$ cat src/rtl/loader_sdram_bridge_pkg.sv
// Types and constants shared by the iNES loader and its SDRAM write bridge.
package loader_pkg;

  localparam int AW_DEFAULT = 22;
  localparam logic [AW_DEFAULT-1:0] CHR_BASE = 22'h200000;

  typedef struct packed {
    logic [AW_DEFAULT-1:0] addr;
    logic [7:0]            data;
  } loader_wr_t;

endpackage

$ cat src/rtl/loader_sdram_bridge_if.sv
// Loader write stream in, SDRAM port-A write request and download status out.
interface loader_sdram_bridge_if
  import loader_pkg::*;
#(
  parameter int AW    = AW_DEFAULT,
  parameter int DEPTH = 8
);
  localparam int LW = $clog2(DEPTH) + 1;

  logic          clear;
  logic          in_write;
  logic [AW-1:0] in_addr;
  logic [7:0]    in_data;
  logic          loader_done;
  logic          slot;
  logic          out_we;
  logic [AW-1:0] out_addr;
  logic [7:0]    out_data;
  logic [LW-1:0] level;
  logic          overflow;
  logic          flushed;

  modport master (
    output clear, in_write, in_addr, in_data, loader_done, slot,
    input  out_we, out_addr, out_data, level, overflow, flushed
  );

  modport slave (
    input  clear, in_write, in_addr, in_data, loader_done, slot,
    output out_we, out_addr, out_data, level, overflow, flushed
  );

endinterface

$ cat src/rtl/loader_sdram_bridge_sync_fifo.sv
// Single-clock FIFO with registered occupancy; head is readable combinationally.
// A push while full is only taken when a pop frees the slot in the same cycle.
module sync_fifo #(
  parameter  int DEPTH = 8,
  parameter  int W     = 30,
  localparam int PW    = $clog2(DEPTH),
  localparam int CW    = PW + 1
) (
  input  logic          clk,
  input  logic          reset,
  input  logic          clear,
  input  logic          push,
  input  logic          pop,
  input  logic [W-1:0]  din,
  output logic [W-1:0]  dout,
  output logic          full,
  output logic          empty,
  output logic [CW-1:0] count
);

  logic [W-1:0]  mem [DEPTH];
  logic [PW-1:0] wr_ptr;
  logic [PW-1:0] rd_ptr;
  logic          do_push;
  logic          do_pop;

  // Full/empty come from the occupancy count, not from pointer compare.
  assign full    = (count == CW'(DEPTH));
  assign empty   = (count == '0);
  assign do_pop  = pop && !empty;
  assign do_push = push && (!full || do_pop);
  assign dout    = mem[rd_ptr];

  always_ff @(posedge clk or posedge reset) begin
    if (reset) begin
      wr_ptr <= '0;
      rd_ptr <= '0;
      count  <= '0;
    end else if (clear) begin
      wr_ptr <= '0;
      rd_ptr <= '0;
      count  <= '0;
    end else begin
      if (do_push) wr_ptr <= wr_ptr + PW'(1);
      if (do_pop)  rd_ptr <= rd_ptr + PW'(1);
      if (do_push && !do_pop)      count <= count + CW'(1);
      else if (do_pop && !do_push) count <= count - CW'(1);
    end
  end

  always_ff @(posedge clk) begin
    if (do_push && !clear) mem[wr_ptr] <= din;
  end

endmodule

$ cat src/rtl/loader_sdram_bridge.sv
// Queues loader byte writes and replays one per SDRAM CPU slot; out_we holds a whole slot window.
// A push while full is dropped (sticky overflow) unless a slot pop frees an entry that cycle.
module loader_sdram_bridge
  import loader_pkg::*;
#(
  parameter int DEPTH = 8,
  parameter int AW    = AW_DEFAULT
) (
  input logic                  clk,
  input logic                  reset,
  loader_sdram_bridge_if.slave bus
);

  localparam int LW = $clog2(DEPTH) + 1;
  localparam int W  = AW + 8;

  logic [W-1:0]  head;
  logic          full;
  logic          empty;
  logic [LW-1:0] count;
  logic          pop;

  // Only the head present before this edge may pop; a same-cycle push waits for the next slot.
  assign pop = bus.slot && !empty;

  sync_fifo #(
    .DEPTH (DEPTH),
    .W     (W)
  ) u_fifo (
    .clk   (clk),
    .reset (reset),
    .clear (bus.clear),
    .push  (bus.in_write),
    .pop   (pop),
    .din   ({bus.in_addr, bus.in_data}),
    .dout  (head),
    .full  (full),
    .empty (empty),
    .count (count)
  );

  assign bus.level = count;

  always_ff @(posedge clk or posedge reset) begin
    if (reset) begin
      bus.out_we   <= 1'b0;
      bus.out_addr <= '0;
      bus.out_data <= '0;
      bus.overflow <= 1'b0;
      bus.flushed  <= 1'b0;
    end else if (bus.clear) begin
      bus.out_we   <= 1'b0;
      bus.out_addr <= '0;
      bus.out_data <= '0;
      bus.overflow <= 1'b0;
      bus.flushed  <= 1'b0;
    end else begin
      if (bus.slot) begin
        bus.out_we <= pop;
        if (pop) begin
          bus.out_addr <= head[W-1:8];
          bus.out_data <= head[7:0];
        end
      end
      if (bus.in_write && full && !pop) bus.overflow <= 1'b1;
      bus.flushed <= bus.loader_done && (count == '0) && !bus.out_we;
    end
  end

endmodule
$ cat src/flat_wrapper.sv
// flat-port wrapper written by rule: the top's interface ports become plain ports
module loader_sdram_bridge_flat import loader_pkg::*;
#(
  parameter int DEPTH = 8,
  parameter int AW    = AW_DEFAULT
)
  (clk, reset, bus_clear, bus_in_write, bus_in_addr, bus_in_data, bus_loader_done, bus_slot, bus_out_we, bus_out_addr, bus_out_data, bus_level, bus_overflow, bus_flushed);
  loader_sdram_bridge_if #(.AW(AW), .DEPTH(DEPTH)) bus_i ();
  input logic clk;
  input logic reset;
  input wire logic [$bits(bus_i.clear)-1:0] bus_clear;
  input wire logic [$bits(bus_i.in_write)-1:0] bus_in_write;
  input wire logic [$bits(bus_i.in_addr)-1:0] bus_in_addr;
  input wire logic [$bits(bus_i.in_data)-1:0] bus_in_data;
  input wire logic [$bits(bus_i.loader_done)-1:0] bus_loader_done;
  input wire logic [$bits(bus_i.slot)-1:0] bus_slot;
  output wire logic [$bits(bus_i.out_we)-1:0] bus_out_we;
  output wire logic [$bits(bus_i.out_addr)-1:0] bus_out_addr;
  output wire logic [$bits(bus_i.out_data)-1:0] bus_out_data;
  output wire logic [$bits(bus_i.level)-1:0] bus_level;
  output wire logic [$bits(bus_i.overflow)-1:0] bus_overflow;
  output wire logic [$bits(bus_i.flushed)-1:0] bus_flushed;
  assign bus_i.clear = bus_clear;
  assign bus_i.in_write = bus_in_write;
  assign bus_i.in_addr = bus_in_addr;
  assign bus_i.in_data = bus_in_data;
  assign bus_i.loader_done = bus_loader_done;
  assign bus_i.slot = bus_slot;
  assign bus_out_we = bus_i.out_we;
  assign bus_out_addr = bus_i.out_addr;
  assign bus_out_data = bus_i.out_data;
  assign bus_level = bus_i.level;
  assign bus_overflow = bus_i.overflow;
  assign bus_flushed = bus_i.flushed;
  loader_sdram_bridge #(.DEPTH(DEPTH), .AW(AW)) u_core (.clk(clk), .reset(reset), .bus(bus_i));
endmodule
$ cat config.mk
export PLATFORM = sky130hd
export DESIGN_NAME = loader_sdram_bridge_flat
export DESIGN_NICKNAME = d
export VERILOG_FILES = /design/src/rtl/loader_sdram_bridge_pkg.sv /design/src/rtl/loader_sdram_bridge_if.sv /design/src/rtl/loader_sdram_bridge_sync_fifo.sv /design/src/rtl/loader_sdram_bridge.sv /design/src/flat_wrapper.sv
export SDC_FILE = /design/constraint.sdc
export NUM_CORES = 1
export LEC_CHECK = 0
export BUFFER_PORTS_ARGS = -buffer_cell sky130_fd_sc_hd__buf_2
export CAP_MARGIN = 20
export CORE_MARGIN = 2
export CORE_UTILIZATION = 25
export CTS_BUF_LIST = sky130_fd_sc_hd__clkbuf_16
export DETAILED_ROUTE_END_ITERATION = 8
export GPL_TIMING_DRIVEN = 0
export PLACE_DENSITY_LB_ADDON = 0.05
export REMOVE_ABC_BUFFERS = 1
export SLEW_MARGIN = 20
export SYNTH_ARGS = -nofsm -noshare
export SYNTH_HDL_FRONTEND = slang
export SYNTH_SLANG_ARGS = --single-unit
$ cat constraint.sdc
create_clock -name clk -period 6.3 [get_ports clk]
set_input_delay 0.315 -clock clk [delete_from_list [all_inputs] [get_ports clk]]
set_output_delay 0.315 -clock clk [all_outputs]
set_load 0.01 [all_outputs]
==> flow_summary.toml, run 1 <==
[outcome]
status = "complete, no violations"

[timing]
rsz0062_at_grt = "no"
max_freq_mhz = 338
finalSetupViolations = 0
finalCriticalPeriod_ns = 2.96
slew_headroom = 0.488
holdWs_ns = 0.0370
worstMarginPinSlew_ns = 0.763
hold_viol_final = 0
slew_viol_final = 0
finalClockSkew_ns = 0.0135
post-route-period-util = 0.470

[power]
power.switching_uw = 1520
internal-power_uw = 3950
seqPwrFrac = 0.413
irDropWorstVdd_mv = 0.183
p_clk_frac = 0.376
powerDensity_mw_per_mm2 = 400
leakage_uw = 0.00467
switching_share = 0.278
comb_power_share = 0.211

[clocking]
cts-buffers-inserted = 36
cts_hold_buf = 1
cts.clk_slew.worst_paths_ns = 0.06
root_buffer = "clkbuf_16"
clkSinkCount = 283
cts_tree = "done"
clock_path_buffers = 3
postCtsSetupRepairBufs = 0
cts_resized = 0
insertion_delay_ns = 0.52
cts_htree_levels = 2

[floorplanning]
boundaryPins = 73
coreArea_mm2 = 0.0431
start_util = 0.254
die_h_um = 213
die-width_um = 213
dieArea_mm2 = 0.0454
std_cell_rows = 76

[synth]
ys_warn_count = 0
ys_seq_elements = 283
syn_area_mm2 = 0.0109
netlist_instances = 546
synth_cell_types = 40
synth_seq_area_share = 0.758
synth.avg_cell_area_um2 = 20.0

[worst_hold_path]
hp-class = "input pin to register"
min-delay-start = "bus_loader_done"
min_path_cells = 3
hold_path_end = "u_core.bus.flushed"

[placement]
port_buffers = 72
detailed_place_hpwl_mm = 17.0
placed_cell_area_mm2 = 0.0125
gp_congestion = 0.682

[grt]
track_usage = 0.127
grt_pass1_wl_mm = 40.7
gr-total-overflow = 0
grt_pass1_vias = 5988
grt_max_degree = 40
antenna_found_initial = 3

[cells_and_area]
area_growth_pct = 24.9
seq_area_mm2 = 0.00829
finish.instance_area_mm2 = 0.0137
diodes = 0
multi_input_area_mm2 = 0.00249
drive_above_1_share = 0.396
final.fill_count = 4182
fin_nets = 704

[routing]
ant_nets = 0
via_per_inst = 4.37
drt_iter0_markers = 300
route.detailed.drc = 0
wl_per_cell_um = 21.9
wirelength_mm = 27.9
num_vias = 5578
firstDrtPassIters = 4

[critical_path]
rrSetupSlack_ns = 3.34
setup.worst_path.class = "register to register"
arrival_ns = 3.17
rr_endpoint = "u_core.u_fifo.mem[0][26]"
startpoint_type = "register"
crit_fanout = 8
worstRegToRegCells = 7
endpoint_kind = "register"
required_ns = 6.51
crit-reg2reg-launch = "u_core.u_fifo.count[0]"

[flow_run]
cap_violations = 0
[power by group through the flow]
stage / registers (µW) / logic (µW) / clock network, µW
floorplan: 2380 / 664 / 0
global placement: 2440 / 1040 / 0
detailed placement: 2300 / 1190 / 0
finish: 2260 / 1150 / 2050
CTS: 2260 / 1190 / 2140
global route: 2280 / 1280 / 2210
[cells in the mapped netlist]
library cell / count / area, µm²
nor2_1: 47 / 176
buf_2: 11 / 55.1
o21ai_0: 4 / 20.0
o311a_1: 1 / 10.0
edfxtp_1: 240 / 7210
xnor2_1: 4 / 35.0
nand2b_4: 1 / 13.8
a211oi_2: 1 / 12.5
inv_1: 6 / 22.5
buf_6: 5 / 56.3
clkbuf_1: 13 / 48.8
or2_2: 1 / 6.26
a21o_1: 1 / 7.51
mux4_2: 60 / 1350
nand2_1: 6 / 22.5
o41a_1: 1 / 11.3
fa_1: 1 / 20.0
ha_1: 4 / 50.1
o211ai_1: 3 / 22.5
nor4_1: 4 / 25.0
or3_1: 1 / 6.26
a31oi_1: 1 / 6.26
nand2b_1: 3 / 18.8
buf_4: 3 / 22.5
or4_1: 1 / 7.51
xor2_1: 2 / 17.5
o22ai_1: 30 / 188
clkbuf_2: 1 / 5.00
nor3_2: 30 / 300
nand2_4: 1 / 11.3
nor3_1: 3 / 15.0
dfrtp_1: 43 / 1080
a211oi_1: 2 / 15.0
a21oi_1: 5 / 25.0
a41oi_1: 1 / 8.76
nor2b_1: 1 / 6.26
mux2i_1: 1 / 10.0
o21ai_2: 1 / 8.76
buf_1: 1 / 3.75
nand3b_1: 1 / 7.51
[placed cells by master, fill, tap and decap left out, drive strengths merged, types with 5 or more instances in the layout]
cell and count:
o22ai 30, a21oi 5, clkbuf 37, nand2 7, o21ai 5, nor3 33, clkinv 11, buf 112
nor2 47, mux4 60, bufinv 5, edfxtp 240, dfrtp 43, inv 14
[area by class of cell]
cell class | count | area share
Timing Repair Buffer | 113 | 0.0677
Clock buffer | 37 | 0.0678
Multi-Input combinational cell | 223 | 0.182
Sequential cell | 283 | 0.607
Tap cell | 585 | 0.0536
Clock inverter | 28 | 0.0197
Inverter | 6 | 0.00183
[metrics by stage]
step / TNS, ns / instances / utilization / setup slack (ns) / total power [µW]
finish: 0 / 1275 / 0.317 / 3.34 / 5460
global route: 0 / 1275 / 0.317 / 3.14 / 5760
CTS: 0 / 1275 / 0.317 / 3.30 / 5590
detailed placement: 0 / 1209 / 0.289 / 3.31 / 3490
global placement: -214.62 / 1169 / 0.275 / -2.75 / 3480
floorplan: 0 / 512 / - / 1.75 / 3050
[worst max-delay path, cell delays in order (launching register included)]
cell	delay [ns]
dfrtp_1	0.49
or3_1	0.36
o21ai_2	0.14
or2_2	0.39
nor4_2	0.58
buf_4	0.27
buf_2	0.21
buf_2	0.21
[how the worst max path moves through the flow]
stage                     slack (ns)                       end              startpoint  cells past startpoint
after floorplan                 1.75   u_core.u_fifo.mem[0][0]  u_core.u_fifo.count[0]                      4
after global placement         -2.75   u_core.u_fifo.mem[1][4]               bus_clear                      2
after detailed placement        3.31   u_core.u_fifo.mem[0][7]  u_core.u_fifo.count[0]                      7
after CTS                       3.30  u_core.u_fifo.mem[0][26]  u_core.u_fifo.count[0]                      7
after global routing            3.14  u_core.u_fifo.mem[0][26]  u_core.u_fifo.count[0]                      7
final                           3.34  u_core.u_fifo.mem[0][26]  u_core.u_fifo.count[0]                      7
[kinds of logic (layout without fill, tap and decap cells)]
family / Yosys count / after routing / synth area share
flip-flops: 283 / 283 / 0.758
AND/OR/NAND/NOR: 100 / 100 / 0.0564
buffers and inverters: 40 / 184 / 0.0196
XOR/XNOR: 6 / 6 / 0.00481
adder cells (fa/ha/maj): 5 / 5 / 0.00641
multiplexers: 61 / 61 / 0.125
AO/OA/AOI/OAI: 51 / 51 / 0.0307
[per-layer routing]
metal	vias to the layer above	GRT usage	part of all wire
met1	2963	0.168	0.45
li1	2454	-	-
met5	-	0	0.0012
met4	6	0.0405	0.024
met3	47	0.0293	0.049
met2	108	0.207	0.48
[registers in the layout, summed over array words and instances, names as in the netlist]
register / flops
u_core.bus.flushed: 1
u_core.bus.out_we: 1
u_core.u_fifo.rd_ptr: 3
u_core.bus.out_data: 8
u_core.u_fifo.wr_ptr: 3
u_core.bus.overflow: 1
u_core.u_fifo.count: 4
u_core.bus.out_addr: 22
u_core.u_fifo.mem: 240
(Power assumes the default switching activity.)
==> run 2, diff against run 1 <==
clock period = 2.5 ns   (was 6.3 ns; I/O delays follow)
==> run 2 against run 1 <==
Against the previous run: final area grew 3.4%; core utilization grew 1.1 points; register-to-register slack got worse by 3.2 ns; first-iteration DRC count down 5.3%; clock power grew to 2.5 times the previous value; die area unchanged; highest routed layer is now met4.
==> flow_summary.toml, run 2 (synthesized netlist as in run 1, its figures left out) <==
[cells_and_area]
diodes = 0
final.fill_count = 4148
drive_above_1_share = 0.398
final_cell_mix = "edfxtp_1 (240), buf_2 (81), mux4_2 (60), nor2_1 (43)"
finish.instance_area_mm2 = 0.0141
layout_commonest_cell = "edfxtp_1"
area_growth_pct = 29.1
largest_reg_flops = 240
reg.largest.list = "u_core.u_fifo.mem x240, u_core.bus.out_addr x22, u_core.bus.out_data x8"
fin_nets = 745
regMostFlops = "u_core.u_fifo.mem"

[floorplanning]
die_h_um = 213
boundaryPins = 73
coreArea_mm2 = 0.0431
die-width_um = 213
std_cell_rows = 76
start_util = 0.254
dieArea_mm2 = 0.0454

[critical_path]
crit-reg2reg-launch = "u_core.u_fifo.count[2]"
rrSetupSlack_ns = 0.12
setup.worst_path.class = "register to register"
crit_fanout = 7
required_ns = 2.89
worstRegToRegCells = 8
rr_endpoint = "u_core.u_fifo.count[3]"
arrival_ns = 2.77
startpoint_type = "register"
endpoint_kind = "register"

[clocking]
clock_path_buffers = 3
cts.clk_slew.worst_paths_ns = 0.06
cts-buffers-inserted = 36
clkSinkCount = 283
insertion_delay_ns = 0.52
cts_tree = "done"
cts_htree_levels = 2
root_buffer = "clkbuf_16"

[grt]
grt_pass1_vias = 6121
track_usage = 0.129
gr-total-overflow = 0
grt_pass1_wl_mm = 41.4
grt_max_degree = 40
antenna_found_initial = 0

[power]
powerDensity_mw_per_mm2 = 993
irDropWorstVdd_mv = 0.459
leakage_uw = 0.00484

[routing]
route.detailed.drc = 0
drt_iter0_markers = 284
firstDrtPassIters = 4
via_per_inst = 4.36
wl_per_cell_um = 21.6
wirelength_mm = 28.4
num_vias = 5732
ant_nets = 0

[timing]
slew_viol_final = 0
hold_viol_final = 0
max_freq_mhz = 420
finalClockSkew_ns = 0.0133
post-route-period-util = 0.953
finalSetupViolations = 0
rsz0062_at_grt = "no"
finalCriticalPeriod_ns = 2.38
holdWs_ns = 0.0550
slew_headroom = 0.629
worstMarginPinSlew_ns = 0.555

[placement]
placed_cell_area_mm2 = 0.0125
gp_congestion = 0.682
detailed_place_hpwl_mm = 17.0
port_buffers = 72

[worst_hold_path]
hold_path_end = "u_core.bus.out_we"
min-delay-start = "bus_slot"
hp-class = "input pin to register"
min_path_cells = 4

[outcome]
status = "complete, no violations"

[flow_run]
cap_violations = 0
## run 2: cell types whose count changed in the layout (fill, tap and decap cells not counted), moves of 2 or more
cell           previous run  this run
buf_4                    16        24
dfrtp_1                  41        37
dfrtp_2                   0         4
dlygate4sd3_1             1        33
nor4_2                    2         0
nor4_4                    0         2
## run 2: worst max-delay path by stage
stage                            from                        to  slack (ns)  cells after the start
6_report       u_core.u_fifo.count[2]    u_core.u_fifo.count[3]        0.12                      8
5_1_grt        u_core.u_fifo.count[2]    u_core.u_fifo.count[3]       0.006                      8
4_1_cts        u_core.u_fifo.count[1]  u_core.u_fifo.mem[0][26]       0.002                      7
3_5_place_dp   u_core.u_fifo.count[0]   u_core.u_fifo.mem[0][7]       -0.49                      7
3_3_place_gp   u_core.u_fifo.count[0]   u_core.u_fifo.mem[0][4]       -6.51                      4
2_1_floorplan  u_core.u_fifo.count[0]   u_core.u_fifo.mem[0][0]       -2.05                      4
## run 2: worst max-delay path, cell delays in order (launching register included)
cell	delay, ns
dfrtp_2	0.44
or3_4	0.43
nor2_1	0.14
o21ai_2	0.10
ha_1	0.31
a211oi_2	0.09
or4_4	0.49
a31oi_1	0.17
a21oi_1	0.08
## run 2: routing by layer
metal	vias to the layer above	GRT usage	share of wire
li1	2535	-	-
met1	3045	0.173	0.45
met2	112	0.212	0.48
met3	40	0.0256	0.044
met4	0	0.0391	0.021
met5	-	0	0
## run 2: cell type report
cell class | count | area [µm²] | area share
clock buffers | 37 | 926 | 0.0656
clock inverters | 28 | 269 | 0.0191
inverters | 6 | 25.0 | 0.00177
multi-input cells | 224 | 2570 | 0.182
flip-flops and latches | 283 | 8300 | 0.588
well taps | 585 | 732 | 0.0518
repair buffers | 153 | 1310 | 0.0924
## run 2: stage by stage
stage / utilization / std cells / total power (µW) / setup slack [ns] / TNS, ns
after global routing: 0.328 / 1316 / 14800 / 0.00578 / 0
after floorplan: - / 512 / 7670 / -2.05 / -247.25
after CTS: 0.327 / 1313 / 14200 / 0.00188 / 0
final: 0.328 / 1316 / 14000 / 0.119 / 0
after detailed placement: 0.289 / 1209 / 8790 / -0.487 / -16.57
after global placement: 0.275 / 1169 / 8480 / -6.51 / -1034.05
## run 2: what timing repair did
item                                    CTS  global route
setup buffers                             5             3
resized for setup                         9             7
hold endpoints to repair                293             0
gates cloned                              1             0
pin swaps                                 2             4
hold buffers                             33             0
endpoints found under the setup margin  111            19
## run 2: where the power goes
group / internal (µW) / switching (µW) / total, µW / leakage (µW)
clock: 3210 / 1980 / 5190 / 0.000600
combinational: 1460 / 1670 / 3130 / 0.00151
sequential: 5420 / 271 / 5690 / 0.00273
